**src/rtl/demux3_stream.sv**
```systemverilog
// demux3_stream: a 1-to-3 valid/ready stream demultiplexer.
// Each destination owns a one-entry holding register. in_ready is a
// combinational function of in_sel and the state of the selected slot, so a
// full, non-draining target stalls the input (head-of-line blocking).
// Optional feature: define DEMUX3_STREAM_CNT_EN to build 8-bit wrapping
// per-destination accepted-item counters. Without it, cnt0/1/2 read 0.
module demux3_stream #(
   parameter int WIDTH = 8
) (
   input  logic             clk,
   input  logic             reset,
   input  logic [WIDTH-1:0] in_data,
   input  logic [1:0]       in_sel,
   input  logic             in_valid,
   output logic             in_ready,
   output logic [WIDTH-1:0] out_data0,
   output logic [WIDTH-1:0] out_data1,
   output logic [WIDTH-1:0] out_data2,
   output logic [2:0]       out_valid,
   input  logic [2:0]       out_ready,
   output logic [7:0]       cnt0,
   output logic [7:0]       cnt1,
   output logic [7:0]       cnt2
);

   logic [2:0]       tgt_s;
   logic [2:0]       load_s;
   logic [2:0]       drain_s;
   logic             in_fire_s;
   logic [2:0]       valid_d;
   logic [2:0]       valid_q;
   logic [WIDTH-1:0] data_d [3];
   logic [WIDTH-1:0] data_q [3];

   // Decode the destination select into a one-hot target (10 and 11 both go to out2)
   always_comb begin
      case (in_sel)
         2'b00:   tgt_s = 3'b001;
         2'b01:   tgt_s = 3'b010;
         default: tgt_s = 3'b100;
      endcase
   end

   // Input may proceed when the selected slot is empty or is being drained this cycle
   always_comb begin
      in_ready = |(tgt_s & (~valid_q | out_ready));
   end

   // Next-state for every slot: drain clears, load sets and captures (load wins, so no bubble)
   always_comb begin
      in_fire_s = in_valid & in_ready;
      if (in_fire_s) begin
         load_s = tgt_s;
      end else begin
         load_s = 3'b000;
      end
      drain_s = valid_q & out_ready;
      valid_d = (valid_q & ~drain_s) | load_s;
      for (int k = 0; k < 3; k++) begin
         if (load_s[k]) begin
            data_d[k] = in_data;
         end else begin
            data_d[k] = data_q[k];
         end
      end
   end

   // Holding registers; reset discards anything held or being accepted
   always_ff @(posedge clk) begin
      if (reset) begin
         valid_q <= 3'b000;
         for (int k = 0; k < 3; k++) begin
            data_q[k] <= {WIDTH{1'b0}};
         end
      end else begin
         valid_q <= valid_d;
         for (int k = 0; k < 3; k++) begin
            data_q[k] <= data_d[k];
         end
      end
   end

   assign out_valid = valid_q;
   assign out_data0 = data_q[0];
   assign out_data1 = data_q[1];
   assign out_data2 = data_q[2];

`ifdef DEMUX3_STREAM_CNT_EN
   logic [7:0] cnt_d [3];
   logic [7:0] cnt_q [3];

   // Count accepted items per destination; 8-bit arithmetic wraps 255 -> 0
   always_comb begin
      for (int k = 0; k < 3; k++) begin
         if (load_s[k]) begin
            cnt_d[k] = cnt_q[k] + 8'd1;
         end else begin
            cnt_d[k] = cnt_q[k];
         end
      end
   end

   // Counter registers, cleared by reset
   always_ff @(posedge clk) begin
      if (reset) begin
         for (int k = 0; k < 3; k++) begin
            cnt_q[k] <= 8'd0;
         end
      end else begin
         for (int k = 0; k < 3; k++) begin
            cnt_q[k] <= cnt_d[k];
         end
      end
   end

   assign cnt0 = cnt_q[0];
   assign cnt1 = cnt_q[1];
   assign cnt2 = cnt_q[2];
`else
   assign cnt0 = 8'd0;
   assign cnt1 = 8'd0;
   assign cnt2 = 8'd0;
`endif

endmodule

```
**config.mk**
```make
export PLATFORM = sky130hd
export DESIGN_NAME = demux3_stream
export DESIGN_NICKNAME = d
export VERILOG_FILES = /design/src/rtl/demux3_stream.sv
export SDC_FILE = /design/constraint.sdc
export NUM_CORES = 1
export LEC_CHECK = 0
export BUFFER_PORTS_ARGS = -buffer_cell sky130_fd_sc_hd__buf_2
export CORE_MARGIN = 2
export CORE_UTILIZATION = 40
export DETAILED_ROUTE_END_ITERATION = 8
export GPL_TIMING_DRIVEN = 0
export PLACE_DENSITY = 0.82
export SYNTH_ARGS = -nofsm -noshare
export SYNTH_HDL_FRONTEND = slang
export SYNTH_SLANG_ARGS = --single-unit
export TNS_END_PERCENT = 5
```
**constraint.sdc**
```tcl
create_clock -name clk -period 1.3 [get_ports clk]
set_input_delay 0.13 -clock clk [delete_from_list [all_inputs] [get_ports clk]]
set_output_delay 0.13 -clock clk [all_outputs]
set_load 0.01 [all_outputs]
```
==> summary.txt, run 1 <==
Status: complete, no violations
Post-Syn Instances: 142
Pwr Density: 898 nW/um^2
Cell variety after synth: 19
Via/cell ratio: 4.26
CTS clock-pin slew for the worst setup and hold paths: 0.15 ns
Sink Count: 27
WHS Path Cells: 3
Yosys reg bits: 27
Rows: 20
Hpwl dp: 2210 um
Worst Setup Start Kind: register
H-tree Lvls: 1
N_diodes: 0
MaxCap Viol Count: 0
R2r endpoint: out_valid[0]
Via count: 1090
Starting DRT DRC Count: 17
Critical path class: register to output port
HP Class: input port to register
GRT overflow: 0
Clock Latency Late Sink: 0.34 ns
CTS tree: done
Nets: 229
Hold Crit Start: in_data[5]
Final-report max-slew violation count: 0
Initial antenna violation count: 0
Clock root buffer: clkbuf_4
First-pass GRT wire length: 4210 um
Final worst path period need: 1.25 ns
Worst Clk Skew: 0.0102 ns
Pre-antenna DRT Iters: 4
Cells along the critical path: nand2b_1 > mux2i_1 > o21ai_1 > buf_2
Core area: 3080 sq um
WP buf/inv: 1
Design area: 1730 sq um
Slowest stage cell, crit path: dfxtp_2
IR Drop Worst-Case VDD: 0.000543 V
Vias in the first global route: 960
Crit-path max FO: 3
Cell Area, Synth: 1310 sq um
GR Util All Layers: 0.157
TNS Setup: 0 ns
IO Port Bufs: 43
DR DRC count: 0
FF-to-FF setup slack: 0.06 ns
Cell Area, Placed: 1670 sq um
Hold Fails Final Rpt: 0
I/O Pins: 68
Syn avg cell area: 9.25 sq um
Largest net degree at the start of global routing: 16
RSZ-0062 raised after global routing: true
Commonest non-fill, non-tap cell in the layout: buf_2
Worst EP arrival: 1.12 ns
Die area: 3760 sq um
Leakage dissipation: 0.899 nW
Routed WL: 2830 um
CTS max path bufs: 2
Layout cell share with drive strength beyond 1: 0.401
Reg2Reg Depth: 4
DR WL/cell: 11.1 um
GP Congestion: 0.795
Final setup viols: 0
P&R area growth vs syn: 31.8%
Die Ht: 61.3 um
Hold buffers post-CTS: 0
YS warnings: 0
Worst R2R Start: out_valid[0]
Fmax: 0.799 GHz
WHS Endpoint: data_q[0][21]
Crit end category: output port
ANT nets after route: 0
CP max stage delay: 0.35 ns
Post-route clock period utilization: 0.963
Core Util, Final: 0.563
Die W: 61.3 um
CTS Buf Count: 3
CP required: 1.17 ns
Starting Density: 0.427
Commonest cells after routing, fill and taps aside: buf_2, nand2b_1, buf_4
Sequential-to-total area share from yosys stat: 0.411
Delay-heaviest family, CP: flip-flops
report_power, final:
group / switching, mW / leakage [nW] / internal (mW)
Clock: 0.264 / 0.0177 / 0.116
Sequential: 0.0165 / 0.221 / 0.861
Combinational: 0.152 / 0.660 / 0.145
kinds of logic after synthesis:
| logic type | after synthesis | synth area share |
|---|---|---|
| muxes | 17 | 0.130 |
| DFF | 27 | 0.411 |
| AOI/OAI and AO/OA | 20 | 0.0762 |
| and+or+nand+nor | 46 | 0.220 |
| other | 1 | 0.00285 |
| buffers and inverters | 31 | 0.160 |
through the flow:
stage	hold WS [ns]	power (mW)	worst slack [ns]	std cells
after global routing	0.0222	1.63	-0.0582	256
after CTS	0.0422	1.55	-0.00774	255
after floorplan	0.278	1.09	0.128	165
after detailed placement	0.412	1.18	0.0357	252
final	0.0354	1.56	0.0487	256
after global placement	0.405	1.18	0.0406	252
repair_timing:
action                                  CTS  global route
endpoints found under the hold margin     0             0
setup buffers                             0             1
resized for setup                         3             7
endpoints found under the setup margin    3            11
cells in the mapped netlist:
library cell | instances | area share
conb_1 | 1 | 0.0029
nand3_1 | 8 | 0.030
nand2b_1 | 27 | 0.13
mux2i_1 | 17 | 0.13
dfxtp_1 | 27 | 0.41
or3_1 | 1 | 0.0048
clkbuf_1 | 4 | 0.011
buf_2 | 3 | 0.011
nor2b_1 | 2 | 0.0095
and3_1 | 1 | 0.0048
and2b_1 | 1 | 0.0057
and2_1 | 1 | 0.0048
nand2_1 | 2 | 0.0057
buf_4 | 24 | 0.14
a21oi_1 | 11 | 0.042
nand2b_4 | 1 | 0.010
nand3_2 | 1 | 0.0076
o21ai_0 | 9 | 0.034
nor3_2 | 1 | 0.0076
routing by layer:
metal,routed length (um),up-vias,global-route usage
met5,0,-,0
met4,36,0,0.0776
met3,156,4,0.0546
met2,1370,36,0.264
met1,1270,488,0.177
li1,-,562,-
flip-flops by register name (all words and copies together) (netlist names):
signal / count
data_q: 24
out_valid: 3
final cells by class:
class / count / area [sq um]
buffer: 30 / 206
clock buffer: 3 / 22.5
clock inverter: 1 / 5.00
fill: 306 / 1350
multi-input combinational: 107 / 676
sequential: 27 / 544
tap: 44 / 55.1
timing repair buffer: 44 / 223
how the worst max path moves through the flow:
stage / start / endpoint / slack [ns] / depth (start not counted)
finish: out_valid[1] / in_ready / 0.05 / 4
global route: out_valid[1] / in_ready / -0.06 / 4
CTS: out_valid[1] / in_ready / -0.008 / 4
detailed placement: out_valid[0] / data_q[0][5] / 0.04 / 3
global placement: out_valid[0] / data_q[0][5] / 0.04 / 3
floorplan: out_valid[0] / data_q[0][0] / 0.13 / 4
worst register-to-register path, cell delays in order (launching register included):
cell     delay, ns
dfxtp_2       0.37
nor2b_2       0.17
or3_1         0.33
buf_2         0.16
a21oi_1       0.15
(Power assumes the default switching activity.)
==> run 2, diff against run 1 <==
PLACE_DENSITY = 0.85   (was 0.82)
clock period = 1.1 ns   (was 1.3 ns; I/O delays follow)
==> run 2 against run 1 <==
The run now ends with setup timing left. Die area unchanged. Sequential share of layout area fell by 0.51 points. Non-clock buffer count up 2. Via count grew 1.0%. Clock skew is 0.0089 ns lower. First-iteration DRC count increased by 35%. Hold slack better by 0.0042 ns. Combinational power rose by 22%. Flip-flop and latch count did not move. Global-route usage is 0.30 points lower. Final cell count increased by 0.78%. Core utilization up 0.93 points. Critical endpoint unchanged. Highest routed layer unchanged.
==> summary.txt, run 2 (same netlist as run 1, synthesis figures left out) <==
P&R area growth vs syn: 34.0%
ANT nets after route: 0
IR Drop Worst-Case VDD: 0.000593 V
Commonest non-fill, non-tap cell in the layout: buf_2
CTS clock-pin slew for the worst setup and hold paths: 0.14 ns
Die area: 3760 sq um
Clock Latency Late Sink: 0.32 ns
Starting Density: 0.427
Overall Power: 1.83 mW
Non-Filler Instances: 258
Fmax: 0.846 GHz
RSZ-0062 raised after global routing: true
Number of flip-flops under the largest register name: 24
Final hold slack: 0.0396 ns
Filler cells: 307
Placed Cells incl. Taps: 252
Critical path class: register to output port
Crit end category: output port
Final-report max-slew violation count: 0
Starting DRT DRC Count: 23
Clock root buffer: clkbuf_4
Leakage dissipation: 0.906 nW
GR Util All Layers: 0.154
GRT overflow: 0
Hpwl dp: 2170 um
Design area: 1760 sq um
Sink Count: 27
Worst EP arrival: 1.07 ns
First-pass GRT wire length: 4360 um
Core area: 3080 sq um
N_diodes: 0
Combinational Power Share: 0.198
Commonest cells after routing, fill and taps aside: buf_2, buf_4, nand2b_1
Layout cell share with drive strength beyond 1: 0.402
Int Pwr: 1.34 mW
CTS tree: done
Largest net degree at the start of global routing: 15
Setup ws final: -0.0823 ns
HP Class: input port to register
Failing checks: setup timing
Sw Pwr: 489 uW
H-tree Lvls: 1
DR DRC count: 0
GP Congestion: 0.812
Final worst path period need: 1.18 ns
DR WL/cell: 10.7 um
MaxCap Viol Count: 0
Crit-path max FO: 3
Hold Fails Final Rpt: 0
Nets: 231
CP required: 0.99 ns
Status: finished, violations left
Initial antenna violation count: 0
Via count: 1101
Most flops, register: data_q
Rows: 20
Cell Area, Placed: 1690 sq um
CTS max path bufs: 2
Via/cell ratio: 4.27
Die Ht: 61.3 um
IO Port Bufs: 43
Pre-antenna DRT Iters: 4
Flop pwr share: 0.567
Vias in the first global route: 1015
Clk network pwr share: 0.235
Sw Share: 0.268
Worst Clk Skew: 0.00134 ns
I/O Pins: 68
Post-route clock period utilization: 1.07
Worst Setup Start Kind: register
Die W: 61.3 um
CTS Buf Count: 3
Routed WL: 2760 um
Pwr Density: 1040 nW/um^2
Final setup viols: 5
-- run 2: final timing paths --
path | start | to | slack, ns | cells past startpoint
worst max-delay path | out_valid[0] | in_ready | -0.08 | 4
worst min-delay path | in_data[3] | data_q[0][19] | 0.04 | 3
worst max register to register | out_valid[0] | data_q[0][1] | -0.04 | 4
worst min register to register | data_q[0][7] | data_q[0][7] | 0.48 | 2
-- run 2: power groups by stage --
stage          registers (mW)  logic, mW  clock network, mW
2_1_floorplan            1.08      0.218                  0
3_3_place_gp             1.05      0.341                  0
3_5_place_dp             1.06      0.346                  0
4_1_cts                  1.04      0.357              0.443
5_1_grt                  1.04      0.401              0.469
6_report                 1.04      0.361              0.429
-- run 2: per-stage QoR --
stage	TNS, ns	setup WS [ns]	utilization
floorplan	-0.228	-0.0641	-
global placement	-1.41	-0.139	0.548
detailed placement	-1.86	-0.156	0.548
CTS	-0.192	-0.0944	0.570
global route	-0.826	-0.165	0.572
finish	-0.187	-0.0823	0.572
-- run 2: routing by layer --
metal,routed length (um),part of all wire,vias up,track usage
met3,200,0.073,2,0.0378
met5,0,0,-,0
li1,-,-,565,-
met4,14,0.0051,0,0.0497
met1,1170,0.42,493,0.183
met2,1370,0.50,41,0.274
-- run 2: worst max-delay path, stage by stage, from the launching register on --
cell and delay (ns):
dfxtp_2 0.36, nand2b_1 0.07, mux2i_1 0.12, o21ai_1 0.07
buf_2 0.13
-- run 2: area by class of cell --
class,count,area (sq um),share of cell area
Buffer,30,215,0.122
Multi-Input combinational cell,107,682,0.387
Clock buffer,4,26.3,0.0149
Timing Repair Buffer,46,238,0.135
Tap cell,44,55.1,0.0313
Sequential cell,27,544,0.309
-- run 2: what timing repair did --
action / in CTS / in global routing
setup buffers: 3 / 0
setup endpoints to repair: 18 / 20
hold buffers: 0 / 0
resized for setup: 8 / 2
pin swaps: 3 / 0
==> run 3, diff against run 2 <==
PLACE_DENSITY = 0.77   (was 0.85)
==> run 3 against run 2 <==
The run still ends with setup timing left. Maximum frequency is 1.5% lower. Register-to-register slack hardly changed. Final cell count is 0.39% lower. Routed wire length is 0.87% higher. Die area stayed put. Via count is 1.1% lower. Power is 1.0% lower. Critical endpoint unchanged. Largest cell class unchanged. Clock power is 4% lower. Critical path depth stayed put. Flip-flop and latch count stayed put. Clock skew is 0.0035 ns higher.
==> summary.txt, run 3 (same netlist as run 1, synthesis figures left out) <==
ANT nets after route: 0
Crit end category: output port
Via count: 1089
CTS max path bufs: 2
Critical path class: register to output port
Overall Power: 1.81 mW
Status: finished, violations left
Pwr Density: 1030 nW/um^2
IO Port Bufs: 43
Worst Clk Skew: 0.00484 ns
Layout cell share with drive strength beyond 1: 0.394
Area of the multi-input gates: 678 sq um
CTS Buf Count: 3
Filler cells: 297
GP Congestion: 0.713
Hold Fails Final Rpt: 0
Rows: 20
Routed WL: 2780 um
H-tree Lvls: 1
Commonest cells after routing, fill and taps aside: buf_2, nand2b_1, buf_4
FF-to-FF setup slack: -0.05 ns
Core Util, Final: 0.570
Initial antenna violation count: 0
Core area: 3080 sq um
Leakage dissipation: 0.902 nW
I/O Pins: 68
Final worst path period need: 1.20 ns
Final setup viols: 5
Post-route clock period utilization: 1.09
Worst Setup Start Kind: register
Largest net degree at the start of global routing: 15
RSZ-0062 raised after global routing: true
Most flops, register: data_q
Starting DRT DRC Count: 19
Starting Density: 0.427
Slowest stage cell, crit path: dfxtp_2
Hpwl dp: 2180 um
Via/cell ratio: 4.24
Nets: 230
Commonest non-fill, non-tap cell in the layout: buf_2
Die W: 61.3 um
Hold Crit Start: in_data[1]
MaxCap Viol Count: 0
CP max stage delay: 0.36 ns
Die Ht: 61.3 um
Worst R2R Start: out_valid[0]
Number of flip-flops under the largest register name: 24
DR DRC count: 0
Failing checks: setup timing
Final-report max-slew violation count: 0
Die area: 3760 sq um
Pre-antenna DRT Iters: 4
CTS tree: done
CTS clock-pin slew for the worst setup and hold paths: 0.14 ns
GRT overflow: 0
IR Drop Worst-Case VDD: 0.000453 V
Place WS: -0.155 ns
Vias in the first global route: 1009
CP required: 0.99 ns
DR WL/cell: 10.8 um
Setup ws final: -0.100 ns
Fmax: 0.833 GHz
Hold buffers post-CTS: 0
Clock root buffer: clkbuf_4
Crit-path max FO: 3
Final hold slack: 0.0474 ns
Sequential cell area: 544 sq um
GR Util All Layers: 0.151
P&R area growth vs syn: 33.4%
Clock Latency Late Sink: 0.31 ns
Worst EP arrival: 1.09 ns
First-pass GRT wire length: 4240 um
Sink Count: 27
HP Class: input port to register
N_diodes: 0
Crit path launch: out_valid[0]
Cells along the critical path: nand2b_1 > mux2i_1 > o21ai_1 > buf_2
## run 3: where the power goes
part / internal [mW] / switching, mW / total, mW
sequential: 1.02 / 0.0194 / 1.04
clock: 0.142 / 0.270 / 0.411
combinational: 0.177 / 0.182 / 0.359
total: 1.34 / 0.471 / 1.81
## run 3: repair_timing
action	in CTS	in global routing
buffers inserted	2	0
resized for setup	6	4
setup endpoints to repair	18	19
pin swaps	2	0
hold endpoints to repair	0	0
## run 3: layout make-up
cell class,count,area share
plain buffers,30,0.125
clock buffers,4,0.0150
multi-input cells,107,0.387
flip-flops and latches,27,0.310
well taps,44,0.0314
repair buffers,45,0.131
## run 3: through the flow
step                instances  instance area (sq um)  TNS (ns)
floorplan                 165                   1420    -0.228
detailed placement        252                   1690     -1.63
finish                    257                   1750    -0.274
global route              257                   1750    -0.809
CTS                       257                   1740    -0.203
global placement          252                   1690     -1.47
## run 3: final timing paths
kind | endpoint | cells after the start
worst min register to register | data_q[0][19] | 2
worst max register to register | data_q[0][1] | 4
worst min-delay path | data_q[0][17] | 3
worst max-delay path | in_ready | 4
## run 3: metal layers
layer	track usage	up-vias	share of wire
met5	0	-	0
met4	0.0652	0	0.0097
met3	0.0189	2	0.066
met2	0.272	41	0.50
met1	0.179	479	0.42
li1	-	567	-
## run 3: critical path: cells and delay by family, from the launching register on
kind / cells / cell delay [ns]
AND/OR/NAND/NOR: 1 / 0.08
buffers and inverters: 1 / 0.13
flip-flops: 1 / 0.36
multiplexers: 1 / 0.13
AO/OA/AOI/OAI: 1 / 0.07
